--- config.mk ---
export PLATFORM = sky130hd
export DESIGN_NAME = ps2_host_tx
export DESIGN_NICKNAME = d
export VERILOG_FILES = /design/src/rtl/ps2_host_tx.sv
export SDC_FILE = /design/constraint.sdc
export NUM_CORES = 1
export LEC_CHECK = 0
export ABC_AREA = 1
export BUFFER_PORTS_ARGS = -buffer_cell sky130_fd_sc_hd__clkbuf_2
export CORE_AREA = 3 3 112 60
export DETAILED_ROUTE_END_ITERATION = 6
export DIE_AREA = 0 0 115 63
export GPL_TIMING_DRIVEN = 0
export MAX_ROUTING_LAYER = met4
export PLACE_DENSITY = 0.64
export SLEW_MARGIN = 20
export SYNTH_ARGS = -nofsm -noshare
export SYNTH_HDL_FRONTEND = slang
export SYNTH_SLANG_ARGS = --single-unit
--- constraint.sdc ---
create_clock -name CLK -period 2 [get_ports CLK]
set_input_delay 0.6 -clock CLK [delete_from_list [all_inputs] [get_ports CLK]]
set_output_delay 0.6 -clock CLK [all_outputs]
set_load 0.005 [all_outputs]
--- src/rtl/ps2_host_tx.sv ---
// Host-to-device PS/2 transmitter: inhibit, request-to-send, 8 data bits + odd parity + stop, then ack.
// Optional macro PS2_TX_ACK_CHECK_EN turns a nack at the ack clock into tx_error.
`timescale 1ns/1ps
module ps2_host_tx #(
    parameter int INHIBIT_CYCLES = 1400,
    parameter int TIMEOUT_CYCLES = 210000,
    parameter int FILTER_LEN     = 8
) (
    input  logic       CLK,
    input  logic       nRESET,
    input  logic [7:0] tx_data,
    input  logic       tx_start,
    output logic       tx_busy,
    output logic       tx_done,
    output logic       tx_error,
    input  logic       PS2_CLK_I,
    input  logic       PS2_DAT_I,
    output logic       PS2_CLK_OE,
    output logic       PS2_DAT_OE
);
    localparam int CNT_MAX = (INHIBIT_CYCLES > TIMEOUT_CYCLES) ? INHIBIT_CYCLES : TIMEOUT_CYCLES;
    localparam int CNT_W   = $clog2(CNT_MAX + 1);
    localparam int FLT_W   = $clog2(FILTER_LEN + 1);

    typedef enum logic [2:0] {IDLE, INHIBIT, REQ, BITS, ACK, WAIT_IDLE} state_t;

    logic [1:0]       clk_sync_reg, dat_sync_reg;
    logic             clk_filt_reg, fall_reg;
    logic [FLT_W-1:0] flt_cnt_reg;

    state_t           state_reg, state_next;
    logic [7:0]       data_reg, data_next;
    logic             parity_reg, parity_next;
    logic [CNT_W-1:0] cnt_reg, cnt_next;
    logic [3:0]       idx_reg, idx_next;
    logic             clk_oe_reg, clk_oe_next;
    logic             dat_oe_reg, dat_oe_next;
    logic             done_reg, done_next;
    logic             error_reg, error_next;
    logic             timeout_hit;

    // Synchronizers idle high so reset never manufactures a falling edge.
    always_ff @(posedge CLK) begin
        if (!nRESET) begin
            clk_sync_reg <= 2'b11;
            dat_sync_reg <= 2'b11;
            clk_filt_reg <= 1'b1;
            flt_cnt_reg  <= '0;
            fall_reg     <= 1'b0;
        end else begin
            clk_sync_reg <= {clk_sync_reg[0], PS2_CLK_I};
            dat_sync_reg <= {dat_sync_reg[0], PS2_DAT_I};
            fall_reg     <= 1'b0;
            if (clk_sync_reg[1] == clk_filt_reg) begin
                flt_cnt_reg <= '0;
            end else if (flt_cnt_reg == FLT_W'(FILTER_LEN - 1)) begin
                clk_filt_reg <= clk_sync_reg[1];
                flt_cnt_reg  <= '0;
                fall_reg     <= clk_filt_reg;
            end else begin
                flt_cnt_reg <= flt_cnt_reg + 1'b1;
            end
        end
    end

    always_ff @(posedge CLK) begin
        if (!nRESET) begin
            state_reg  <= IDLE;
            data_reg   <= '0;
            parity_reg <= 1'b0;
            cnt_reg    <= '0;
            idx_reg    <= '0;
            clk_oe_reg <= 1'b0;
            dat_oe_reg <= 1'b0;
            done_reg   <= 1'b0;
            error_reg  <= 1'b0;
        end else begin
            state_reg  <= state_next;
            data_reg   <= data_next;
            parity_reg <= parity_next;
            cnt_reg    <= cnt_next;
            idx_reg    <= idx_next;
            clk_oe_reg <= clk_oe_next;
            dat_oe_reg <= dat_oe_next;
            done_reg   <= done_next;
            error_reg  <= error_next;
        end
    end

    assign timeout_hit = (cnt_reg == CNT_W'(TIMEOUT_CYCLES - 1));

    always_comb begin
        state_next  = state_reg;
        data_next   = data_reg;
        parity_next = parity_reg;
        cnt_next    = cnt_reg;
        idx_next    = idx_reg;
        clk_oe_next = clk_oe_reg;
        dat_oe_next = dat_oe_reg;
        done_next   = 1'b0;
        error_next  = 1'b0;
        case (state_reg)
            IDLE: begin
                clk_oe_next = 1'b0;
                dat_oe_next = 1'b0;
                if (tx_start) begin
                    data_next   = tx_data;
                    parity_next = ~^tx_data;
                    cnt_next    = '0;
                    clk_oe_next = 1'b1;
                    state_next  = INHIBIT;
                end
            end
            INHIBIT: begin
                // Start bit goes out one cycle before the clock line is released.
                if (dat_oe_reg) begin
                    clk_oe_next = 1'b0;
                    cnt_next    = '0;
                    state_next  = REQ;
                end else if (cnt_reg == CNT_W'(INHIBIT_CYCLES - 1)) begin
                    dat_oe_next = 1'b1;
                end else begin
                    cnt_next = cnt_reg + 1'b1;
                end
            end
            REQ, BITS, ACK, WAIT_IDLE: begin
                if (timeout_hit) begin
                    clk_oe_next = 1'b0;
                    dat_oe_next = 1'b0;
                    error_next  = 1'b1;
                    cnt_next    = '0;
                    state_next  = IDLE;
                end else begin
                    cnt_next = cnt_reg + 1'b1;
                    case (state_reg)
                        REQ: if (fall_reg) begin
                            dat_oe_next = ~data_reg[0];
                            idx_next    = 4'd1;
                            state_next  = BITS;
                        end
                        BITS: if (fall_reg) begin
                            if (idx_reg < 4'd8) begin
                                dat_oe_next = ~data_reg[idx_reg[2:0]];
                                idx_next    = idx_reg + 4'd1;
                            end else if (idx_reg == 4'd8) begin
                                dat_oe_next = ~parity_reg;
                                idx_next    = 4'd9;
                            end else begin
                                dat_oe_next = 1'b0;
                                state_next  = ACK;
                            end
                        end
                        ACK: if (fall_reg) begin
`ifdef PS2_TX_ACK_CHECK_EN
                            if (dat_sync_reg[1]) begin
                                error_next = 1'b1;
                                cnt_next   = '0;
                                state_next = IDLE;
                            end else begin
                                state_next = WAIT_IDLE;
                            end
`else
                            state_next = WAIT_IDLE;
`endif
                        end
                        WAIT_IDLE: if (clk_filt_reg && dat_sync_reg[1]) begin
                            done_next  = 1'b1;
                            cnt_next   = '0;
                            state_next = IDLE;
                        end
                        default: ;
                    endcase
                end
            end
            default: state_next = IDLE;
        endcase
    end

    assign tx_busy    = (state_reg != IDLE);
    assign tx_done    = done_reg;
    assign tx_error   = error_reg;
    assign PS2_CLK_OE = clk_oe_reg;
    assign PS2_DAT_OE = dat_oe_reg;
endmodule

==> qor.txt, run 1 <==
status: finished clean
number of flip-flops in the largest register: 18
synthesis warning total: 0
dominant cell by count in the synthesized netlist: nand2_1
Total GRT Usage: 0.193
Synth Cell Area: 0.00272 mm²
antenna diode instance count: 0
Synth Area in Simple Gates: 0.372
ys async rst share: 0
WL/cell: 13.3 µm
io pins: 18
NumNets Final: 431
Clk Latency, worst-skew pair: 280 ps
highest clock rate: 0.545 GHz
Final Util: 0.513
Die Wd: 115 µm
CTS Sinks: 48
Sum Neg Setup Slack: 0 ps
Area Growth Syn to Fin: 11.5%
R2R Setup Slk: 170 ps
Synth Flop Type: dfxtp_1
total grt overflow: 0
post-synthesis adder-cell area fraction: 0.0322
hold_ws: 418 ps
Cell Pwr Density: 1030 mW/mm²
Max IR drop VDD: 404 µV
CP Cell Sequence: ha_2 > nand3_2 > nor2_2 > nand2_2 > nand3_2 > nand3_2 > nand2_4 > inv_2 > nand2_1 > nor2_1
relative slew slack: 0.640
register bit total from synthesis: 48
Yosys top cell by area: dfxtp_1
Synth Area per Inst: 7.00 µm²
hpwl dp: 5.00 mm
layout cells sized above 1: 0.205
max_cap viols: 0
Synth area leaders: dfxtp_1, nand2_1, nor2_1, inv_1, o21ai_0
HP Class: reg -> reg
row count: 20
port buffer count: 16
Initial DRC Count: 195
CTS tree: yes
worst setup path end: cnt_reg[16]
Slew Limit Fails: 0
Initial Util: 0.460
mux contribution to synthesized area: 0
Net Sw Power: 1.21 mW
r2r endpoint: cnt_reg[16]
crit end category: flop
Yosys cell types: 36
combinational power share: 0.385
core area: 0.00591 mm²
Syn Inst Count: 388
RePlAce Congestion: 0.900
RSZ-0062 raised after global routing: no
number of global-route vias before repair: 2206
r2r startpoint: cnt_reg[0]
WL final: 6.45 mm
most instantiated cells after synthesis: nand2_1, nor2_1, dfxtp_1, inv_1, o21ai_0
Die Y: 63 µm
Crit Path Class: reg -> reg
crit-path max cell delay: 400 ps
Worst Path Arrival: 2010 ps
crit path launch: cnt_reg[0]
post-synth top area share: 0.354
sequential power share: 0.371
final hold vios: 0
Synthesized Nets: 408
first-pass GRT wire length: 10.8 mm
main combinational cell family by area after synthesis: simple AND/OR/NAND/NOR gates
clk slew on worst S/H paths: 60 ps
antenna violations before repair: 0
final number of setup-violating endpoints: 0
Pre-antenna DRT Iters: 5
Die ar.: 0.00725 mm²
Max Root-Sink Buffers: 2
ANT nets after route: 0
worst clock skew: 4.95 ps
Num CTS Buffers: 5
vias: 2474
Via density: 5.09
register area share after synthesis: 0.354
H-Tree Depth: 2
leakage power: 1.22 nW
setup bufs post-CTS: 0
switch share: 0.387
P_int: 1.92 mW
Reg2Reg Depth: 10
Synth Area in Compound Gates: 0.116
EDFF count, synth: 0
CP max FO: 10
remaining routing DRC violations: 0
WP data required: 2170 ps
largest net degree at the start of global routing: 13
final worst-path cycle share: 0.917
CP most frequent cell: nand3_2
xor/xnor share of the synthesized area: 0.0322
root buffer selected by CTS: clkbuf_16
CP Launch Type: flop
actual slew at the worst max-slew pin: 540 ps
Tmin final: 1830 ps
CP max stage cell: dfxtp_1
clock share of power: 0.244
[metal layers]
layer / up-vias / share of wire / track usage
met1: 1115 / 0.56 / 0.304
met4: 0 / 0.0034 / 0.0351
met5: - / 0 / -
met3: 2 / 0.081 / 0.0542
li1: 1283 / - / -
met2: 74 / 0.35 / 0.236
[per-stage QoR]
step | std cells | instance area [µm²] | power (mW) | worst slack [ps]
6_report | 486 | 3030 | 3.12 | 166
5_1_grt | 486 | 3030 | 3.35 | 14.2
4_1_cts | 486 | 3020 | 3.14 | 152
3_5_place_dp | 481 | 2890 | 2.37 | 175
3_3_place_gp | 481 | 2890 | 2.35 | 190
2_1_floorplan | 388 | 2720 | 2.07 | 483
[worst min path at each step]
stage | endpoint | cells past startpoint | slack, ps | from
4_1_cts | dat_sync_reg[1] | 1 | 430 | dat_sync_reg[0]
3_5_place_dp | dat_sync_reg[1] | 1 | 410 | dat_sync_reg[0]
2_1_floorplan | clk_sync_reg[1] | 1 | 390 | clk_sync_reg[0]
6_report | dat_sync_reg[1] | 1 | 420 | dat_sync_reg[0]
3_3_place_gp | dat_sync_reg[1] | 1 | 410 | dat_sync_reg[0]
5_1_grt | dat_sync_reg[1] | 1 | 440 | dat_sync_reg[0]
[logic make-up (layout without fill, tap and decap cells)]
kind of cell | after synthesis | in the layout
buffers and inverters | 60 | 81
DFF | 48 | 48
AOI/OAI and AO/OA | 58 | 58
adders and majority gates | 7 | 7
and+or+nand+nor | 205 | 205
xor gates and xnor gates | 10 | 10
[critical path, delay by kind of cell, from the launching register on]
kind,cells,cell delay [ps]
flops,1,400
simple gates,8,990
buf+inv,1,100
fa+ha+maj,1,240
[layout make-up]
| cell class | count | area, µm² |
|---|---|---|
| inverters | 54 | 213 |
| multi-input cells | 280 | 1510 |
| clock buffers | 5 | 125 |
| well taps | 77 | 96.3 |
| fillers | 611 | 2880 |
| flip-flops and latches | 48 | 961 |
| repair buffers | 16 | 80.1 |
| plain buffers | 6 | 42.5 |
[power by group through the flow]
stage / Sequential (mW) / Combinational [mW] / Clock [mW]
final: 1.16 / 1.20 / 0.763
after global routing: 1.17 / 1.35 / 0.832
after CTS: 1.16 / 1.20 / 0.790
after detailed placement: 1.18 / 1.19 / 0
after global placement: 1.17 / 1.18 / 0
after floorplan: 1.15 / 0.917 / 0
[cells in the final DEF, fill, tap and decap left out, types with 3 or more instances in the layout]
master / netlist / routed
nand2_1: 76 / 76
inv_1: 41 / 41
nand2_4: 3 / 3
a21oi_2: 3 / 3
a21oi_1: 24 / 24
ha_1: 7 / 6
nor3b_1: 3 / 3
or2_2: 5 / 5
nor2_1: 50 / 47
nor2_2: 11 / 14
nand2_2: 9 / 9
nand3_1: 17 / 17
dfxtp_1: 48 / 48
nand3_2: 8 / 8
xor2_1: 4 / 4
buf_2: 3 / 3
clkbuf_16: 0 / 5
inv_2: 9 / 9
o21ai_0: 25 / 25
clkbuf_2: 0 / 16
nor3_1: 9 / 9
nand4_1: 9 / 9
xnor2_1: 6 / 6
[repair_timing]
| action | CTS | global route |
|---|---|---|
| hold buffers | 0 | 0 |
| hold endpoints to repair | 0 | 0 |
| endpoints found under the setup margin | 0 | 6 |
| resized for setup | 0 | 4 |
Note: power is estimated with default switching activity, not from simulation.
==> run 2, diff against run 1 <==
--- a/config.mk
+++ b/config.mk
@@ -6,10 +6,11 @@
 export NUM_CORES = 1
 export LEC_CHECK = 0
 export ABC_AREA = 1
-export BUFFER_PORTS_ARGS = -buffer_cell sky130_fd_sc_hd__clkbuf_2
+export BUFFER_PORTS_ARGS = -buffer_cell sky130_fd_sc_hd__buf_2
 export CORE_AREA = 3 3 112 60
 export DETAILED_ROUTE_END_ITERATION = 6
 export DIE_AREA = 0 0 115 63
+export GPL_ROUTABILITY_DRIVEN = 0
 export GPL_TIMING_DRIVEN = 0
 export MAX_ROUTING_LAYER = met4
 export PLACE_DENSITY = 0.64
==> run 2 against run 1 <==
  * First-iteration DRC count fell by 10%
  * Clock skew increased by 3.0 ps
  * Critical path type unchanged
  * Largest power group unchanged
  * Die area stayed put
  * Final cell count grew 0.62%
  * Clock-buffer cell count grew 1
  * Critical endpoint unchanged
==> qor.txt, run 2 (synthesized netlist as in run 1, its figures left out) <==
CTS Sinks: 48
r2r startpoint: cnt_reg[0]
WL final: 6.49 mm
HP Class: reg -> reg
Hold Crit Start: dat_sync_reg[0]
root buffer selected by CTS: clkbuf_16
remaining routing DRC violations: 0
Die Wd: 115 µm
total grt overflow: 0
WL/cell: 13.3 µm
port buffer count: 16
Via density: 4.98
H-Tree Depth: 2
Final Util: 0.516
relative slew slack: 0.660
M2 GR Usage: 0.223
Cell Count, Final, Fillers Out: 489
max_cap viols: 0
highest clock rate: 0.545 GHz
final worst-path cycle share: 0.917
actual slew at the worst max-slew pin: 509 ps
status: finished clean
hpwl dp: 4.99 mm
Num CTS Buffers: 5
Placed Cells: 481
commonest non-fill, non-tap cells in the layout: nand2_1, dfxtp_1, nor2_1
Die Y: 63 µm
R2R Setup Slk: 170 ps
Slew Limit Fails: 0
core area: 0.00591 mm²
GR Util met1: 0.320
Max IR drop VDD: 351 µV
leakage power: 1.24 nW
commonest non-fill, non-tap cell in the layout: nand2_1
antenna violations before repair: 0
row count: 20
final hold vios: 0
Crit Path Class: reg -> reg
Initial DRC Count: 175
Pre-antenna DRT Iters: 5
Clk Latency, worst-skew pair: 290 ps
WP data required: 2180 ps
Initial Util: 0.460
number of flip-flops in the largest register: 18
# fillers: 582
antenna diode instance count: 0
clk slew on worst S/H paths: 60 ps
Multi-input gate area: 0.00151 mm²
Total GRT Usage: 0.193
largest net degree at the start of global routing: 15
layout cells sized above 1: 0.206
Hold EP: dat_sync_reg[1]
ANT nets after route: 0
Tmin final: 1830 ps
Cell Pwr Density: 1060 mW/mm²
io pins: 18
post-cts hold buffer count: 0
register area: 961 µm²
Hold Crit Depth: 1
NumNets Final: 431
Worst Path Arrival: 2010 ps
first-pass GRT wire length: 10.7 mm
r2r endpoint: cnt_reg[16]
number of global-route vias before repair: 2078
Max Root-Sink Buffers: 2
CP max FO: 10
CP Launch Type: flop
Reg2Reg Depth: 10
grt peak-use layer: met1
CTS tree: yes
worst clock skew: 7.96 ps
crit end category: flop
final number of setup-violating endpoints: 0
vias: 2436
Die ar.: 0.00725 mm²
met3 Use GR: 0.0493
Area Growth Syn to Fin: 12.2%
==> run 2: through the flow <==
step | total power, mW | hold slack [ps] | worst slack [ps] | instance area (µm²) | setup TNS (ps)
3_3_place_gp | 2.35 | 407 | 181 | 2890 | 0
3_5_place_dp | 2.37 | 421 | 174 | 2890 | 0
5_1_grt | 3.46 | 448 | -3.27 | 3050 | -3.27
6_report | 3.22 | 425 | 167 | 3050 | 0
2_1_floorplan | 2.07 | 393 | 483 | 2720 | 0
4_1_cts | 3.23 | 437 | 149 | 3040 | 0
==> run 2: metal layers <==
metal  share of wire  wire, µm
met1            0.57      3690
met2            0.36      2330
met3           0.071       463
met4         0.00015         1
met5               0         0
==> run 2: report_power, final <==
part | total [mW] | internal (mW) | switching, mW
sequential | 1.16 | 1.07 | 0.0862
combinational | 1.21 | 0.402 | 0.811
clock | 0.849 | 0.493 | 0.356
total | 3.22 | 1.97 | 1.25
==> run 2: final cells by class <==
| cell class | instances | area share |
|---|---|---|
| Tap cell | 77 | 0.0316 |
| Multi-Input combinational cell | 280 | 0.494 |
| Inverter | 54 | 0.0698 |
| Sequential cell | 48 | 0.315 |
| Clock buffer | 6 | 0.0456 |
| Clock inverter | 2 | 0.00328 |
| Timing Repair Buffer | 16 | 0.0263 |
| Buffer | 6 | 0.0140 |
==> run 2: worst max-delay path by stage <==
stage,start,endpoint,slack (ps),depth (start not counted)
after global placement,cnt_reg[0],cnt_reg[16],180,10
after CTS,cnt_reg[0],cnt_reg[15],150,10
after detailed placement,cnt_reg[0],cnt_reg[15],170,10
final,cnt_reg[0],cnt_reg[16],170,10
after global routing,cnt_reg[0],cnt_reg[15],-3,10
after floorplan,cnt_reg[0],cnt_reg[16],480,10
==> run 2: repair_timing <==
action | in CTS | in global routing
gates resized for setup | 0 | 2
setup buffers | 0 | 0
endpoints found under the setup margin | 0 | 6
==> run 2: critical path, stage by stage, from the launching register on <==
cell and delay (ps):
dfxtp_1 380, ha_1 250, nand3_2 170, nor2_2 200, nand2_2 100, nand3_2 90
nand3_2 140, nand2_4 190, inv_2 90, nand2_1 70, nor2_1 30
==> run 3, diff against run 2 <==
--- a/config.mk
+++ b/config.mk
@@ -5,15 +5,14 @@
 export SDC_FILE = /design/constraint.sdc
 export NUM_CORES = 1
 export LEC_CHECK = 0
-export ABC_AREA = 1
-export BUFFER_PORTS_ARGS = -buffer_cell sky130_fd_sc_hd__buf_2
 export CORE_AREA = 3 3 112 60
 export DETAILED_ROUTE_END_ITERATION = 6
 export DIE_AREA = 0 0 115 63
+export DONT_BUFFER_PORTS = 1
 export GPL_ROUTABILITY_DRIVEN = 0
 export GPL_TIMING_DRIVEN = 0
 export MAX_ROUTING_LAYER = met4
-export PLACE_DENSITY = 0.64
+export PLACE_DENSITY = 0.61
 export SLEW_MARGIN = 20
 export SYNTH_ARGS = -nofsm -noshare
 export SYNTH_HDL_FRONTEND = slang
==> run 3 against run 2 <==
  * The run now ends with setup timing left
  * Register-to-register slack got worse by 170 ps
  * Flip-flop and latch count did not move
  * Wire length grew 19%
  * Sequential power shrank 7%
  * Clock skew fell by 4.1 ps
  * Cell area is 7.6% higher
  * Worst hold slack worse by 15 ps
  * Largest cell class unchanged
==> qor.txt, run 3 <==
EDFF count, synth: 0
register bit total from synthesis: 48
core area: 0.00591 mm²
CP Launch Type: flop
Synth area leaders: dfxtp_1, nand2_1, a21oi_1, ha_1, nand3_1
register area: 973 µm²
max_cap viols: 0
post-synth top area share: 0.356
status: finished with violations
M2 GR Usage: 0.241
WL/cell: 18.3 µm
CTS tree: yes
ys async rst share: 0
Die Wd: 115 µm
leakage power: 1.14 nW
hold_ws: 410 ps
Via density: 6.09
Cell Pwr Density: 910 mW/mm²
first-pass GRT wire length: 11.9 mm
largest net degree at the start of global routing: 14
vias: 2562
Synth Cell Area: 0.00270 mm²
final worst-path cycle share: 1.00
commonest non-fill, non-tap cells in the layout: dfxtp_1, nand2_1, nor2_1
Total GRT Usage: 0.214
Reg2Reg Depth: 6
dominant cell by count in the synthesized netlist: dfxtp_1
synthesis warning total: 0
failing checks: setup timing
Synth Area per Inst: 8.39 µm²
Initial Util: 0.458
CTS Sinks: 48
final hold vios: 0
Syn Inst Count: 322
commonest non-fill, non-tap cell in the layout: dfxtp_1
Yosys top cell by area: dfxtp_1
total grt overflow: 0
WL final: 7.71 mm
ANT nets after route: 0
Setup WS post-layout: -6.99 ps
H-Tree Depth: 2
Synth Flop Type: dfxtp_1
Area Growth Syn to Fin: 21.4%
worst clock skew: 3.90 ps
Worst Path Arrival: 2220 ps
overall power consumption: 2.99 mW
Initial DRC Count: 313
Multi-input gate area: 0.00176 mm²
final number of setup-violating endpoints: 1
R2R Setup Slk: -7 ps
layout cells sized above 1: 0.215
remaining routing DRC violations: 0
# fillers: 541
grt peak-use layer: met1
post-cts hold buffer count: 0
Num CTS Buffers: 5
Synthesized Nets: 342
crit end category: flop
antenna diode instance count: 0
Die ar.: 0.00725 mm²
crit path launch: PS2_DAT_OE
Pre-antenna DRT Iters: 5
Clk Latency, worst-skew pair: 290 ps
Crit Path Class: reg -> reg
clk slew on worst S/H paths: 60 ps
io pins: 18
Cell Count, Final, Fillers Out: 421
highest clock rate: 0.498 GHz
Placed Cells: 399
Tmin final: 2010 ps
Slew Limit Fails: 0
worst setup path end: cnt_reg[11]
Max IR drop VDD: 338 µV
WP data required: 2220 ps
met3 Use GR: 0.0648
Max Root-Sink Buffers: 2
register area share after synthesis: 0.356
r2r endpoint: cnt_reg[11]
port buffer count: 0
Yosys cell types: 62
antenna violations before repair: 0
dpl ws: -324 ps
RSZ-0062 raised after global routing: yes
Die Y: 63 µm
NumNets Final: 363
row count: 20
actual slew at the worst max-slew pin: 544 ps
HP Class: in -> reg
CP max FO: 7
GR Util met1: 0.352
number of global-route vias before repair: 2279
r2r startpoint: PS2_DAT_OE
hpwl dp: 5.32 mm
Sum Neg Setup Slack: -6.99 ps
root buffer selected by CTS: clkbuf_16
number of flip-flops in the largest register: 18
most instantiated cells after synthesis: dfxtp_1, nand2_1, nor2_1, a21oi_1, nand3_1
relative slew slack: 0.635
[run 3: cell count changes in the layout (fill, tap and decap cells not counted), sizes merged, moves of 8 or more]
cell    previous run  this run
nand2             88        36
and3               0         8
inv               52        10
nor2              62        22
nand2b             0         8
o21ai             25        11
nand3             26        17
[run 3: power by group]
| part | switching, mW | leakage, nW | internal (mW) | total [mW] |
|---|---|---|---|---|
| Sequential | 0.0539 | 0.393 | 1.03 | 1.08 |
| Combinational | 0.577 | 0.679 | 0.473 | 1.05 |
| Clock | 0.354 | 0.0712 | 0.499 | 0.854 |
| Total | 0.985 | 1.14 | 2.00 | 2.99 |
[run 3: metal layers]
| metal | vias to the layer above | part of all wire | wire length (µm) |
|---|---|---|---|
| met2 | 126 | 0.36 | 2750 |
| met5 | - | 0 | 0 |
| met4 | 0 | 0.0097 | 75 |
| met1 | 1193 | 0.51 | 3970 |
| li1 | 1233 | - | - |
| met3 | 10 | 0.12 | 923 |
[run 3: worst max-delay path, stage by stage, from the launching register on]
cell and delay, ps:
dfxtp_2 380, or4b_4 530, a22o_1 240, a41oi_4 270, buf_6 180, nand4b_1 140
a31oi_1 190
[run 3: repair_timing]
action                                  in CTS  in global routing
pin swaps                                    1                  9
gates resized for setup                     19                 38
buffers inserted                             2                 12
gates cloned                                 1                  1
endpoints found under the setup margin      27                 29
[run 3: worst min-delay path by stage]
stage | startpoint | end | slack [ps] | cells after the start
2_1_floorplan | clk_sync_reg[0] | clk_sync_reg[1] | 390 | 1
3_3_place_gp | clk_sync_reg[0] | clk_sync_reg[1] | 400 | 1
3_5_place_dp | clk_sync_reg[0] | clk_sync_reg[1] | 390 | 1
4_1_cts | PS2_DAT_I | dat_sync_reg[0] | 410 | 1
5_1_grt | PS2_DAT_I | dat_sync_reg[0] | 410 | 1
6_report | PS2_DAT_I | dat_sync_reg[0] | 410 | 1
[run 3: area by class of cell]
cell class | count | area share
multi-input cells | 247 | 0.535
flip-flops and latches | 48 | 0.297
clock buffers | 8 | 0.0446
plain buffers | 15 | 0.0400
repair buffers | 15 | 0.0393
well taps | 77 | 0.0294
inverters | 11 | 0.0145
[run 3: per-stage QoR]
stage,instance area (µm²),util
after floorplan,2710,-
after global placement,2800,0.475
after detailed placement,2800,0.475
after CTS,3060,0.518
after global routing,3280,0.556
final,3280,0.556
[run 3: cells by family (layout without fill, tap and decap cells)]
logic type | Yosys count | in the layout | synth area share
adders and majority gates | 7 | 7 | 0.0324
xor gates and xnor gates | 18 | 18 | 0.0583
muxes | 6 | 6 | 0.0324
and+or+nand+nor | 143 | 143 | 0.286
AOI/OAI and AO/OA | 72 | 73 | 0.186
DFF | 48 | 48 | 0.356
buffers and inverters | 28 | 49 | 0.0491
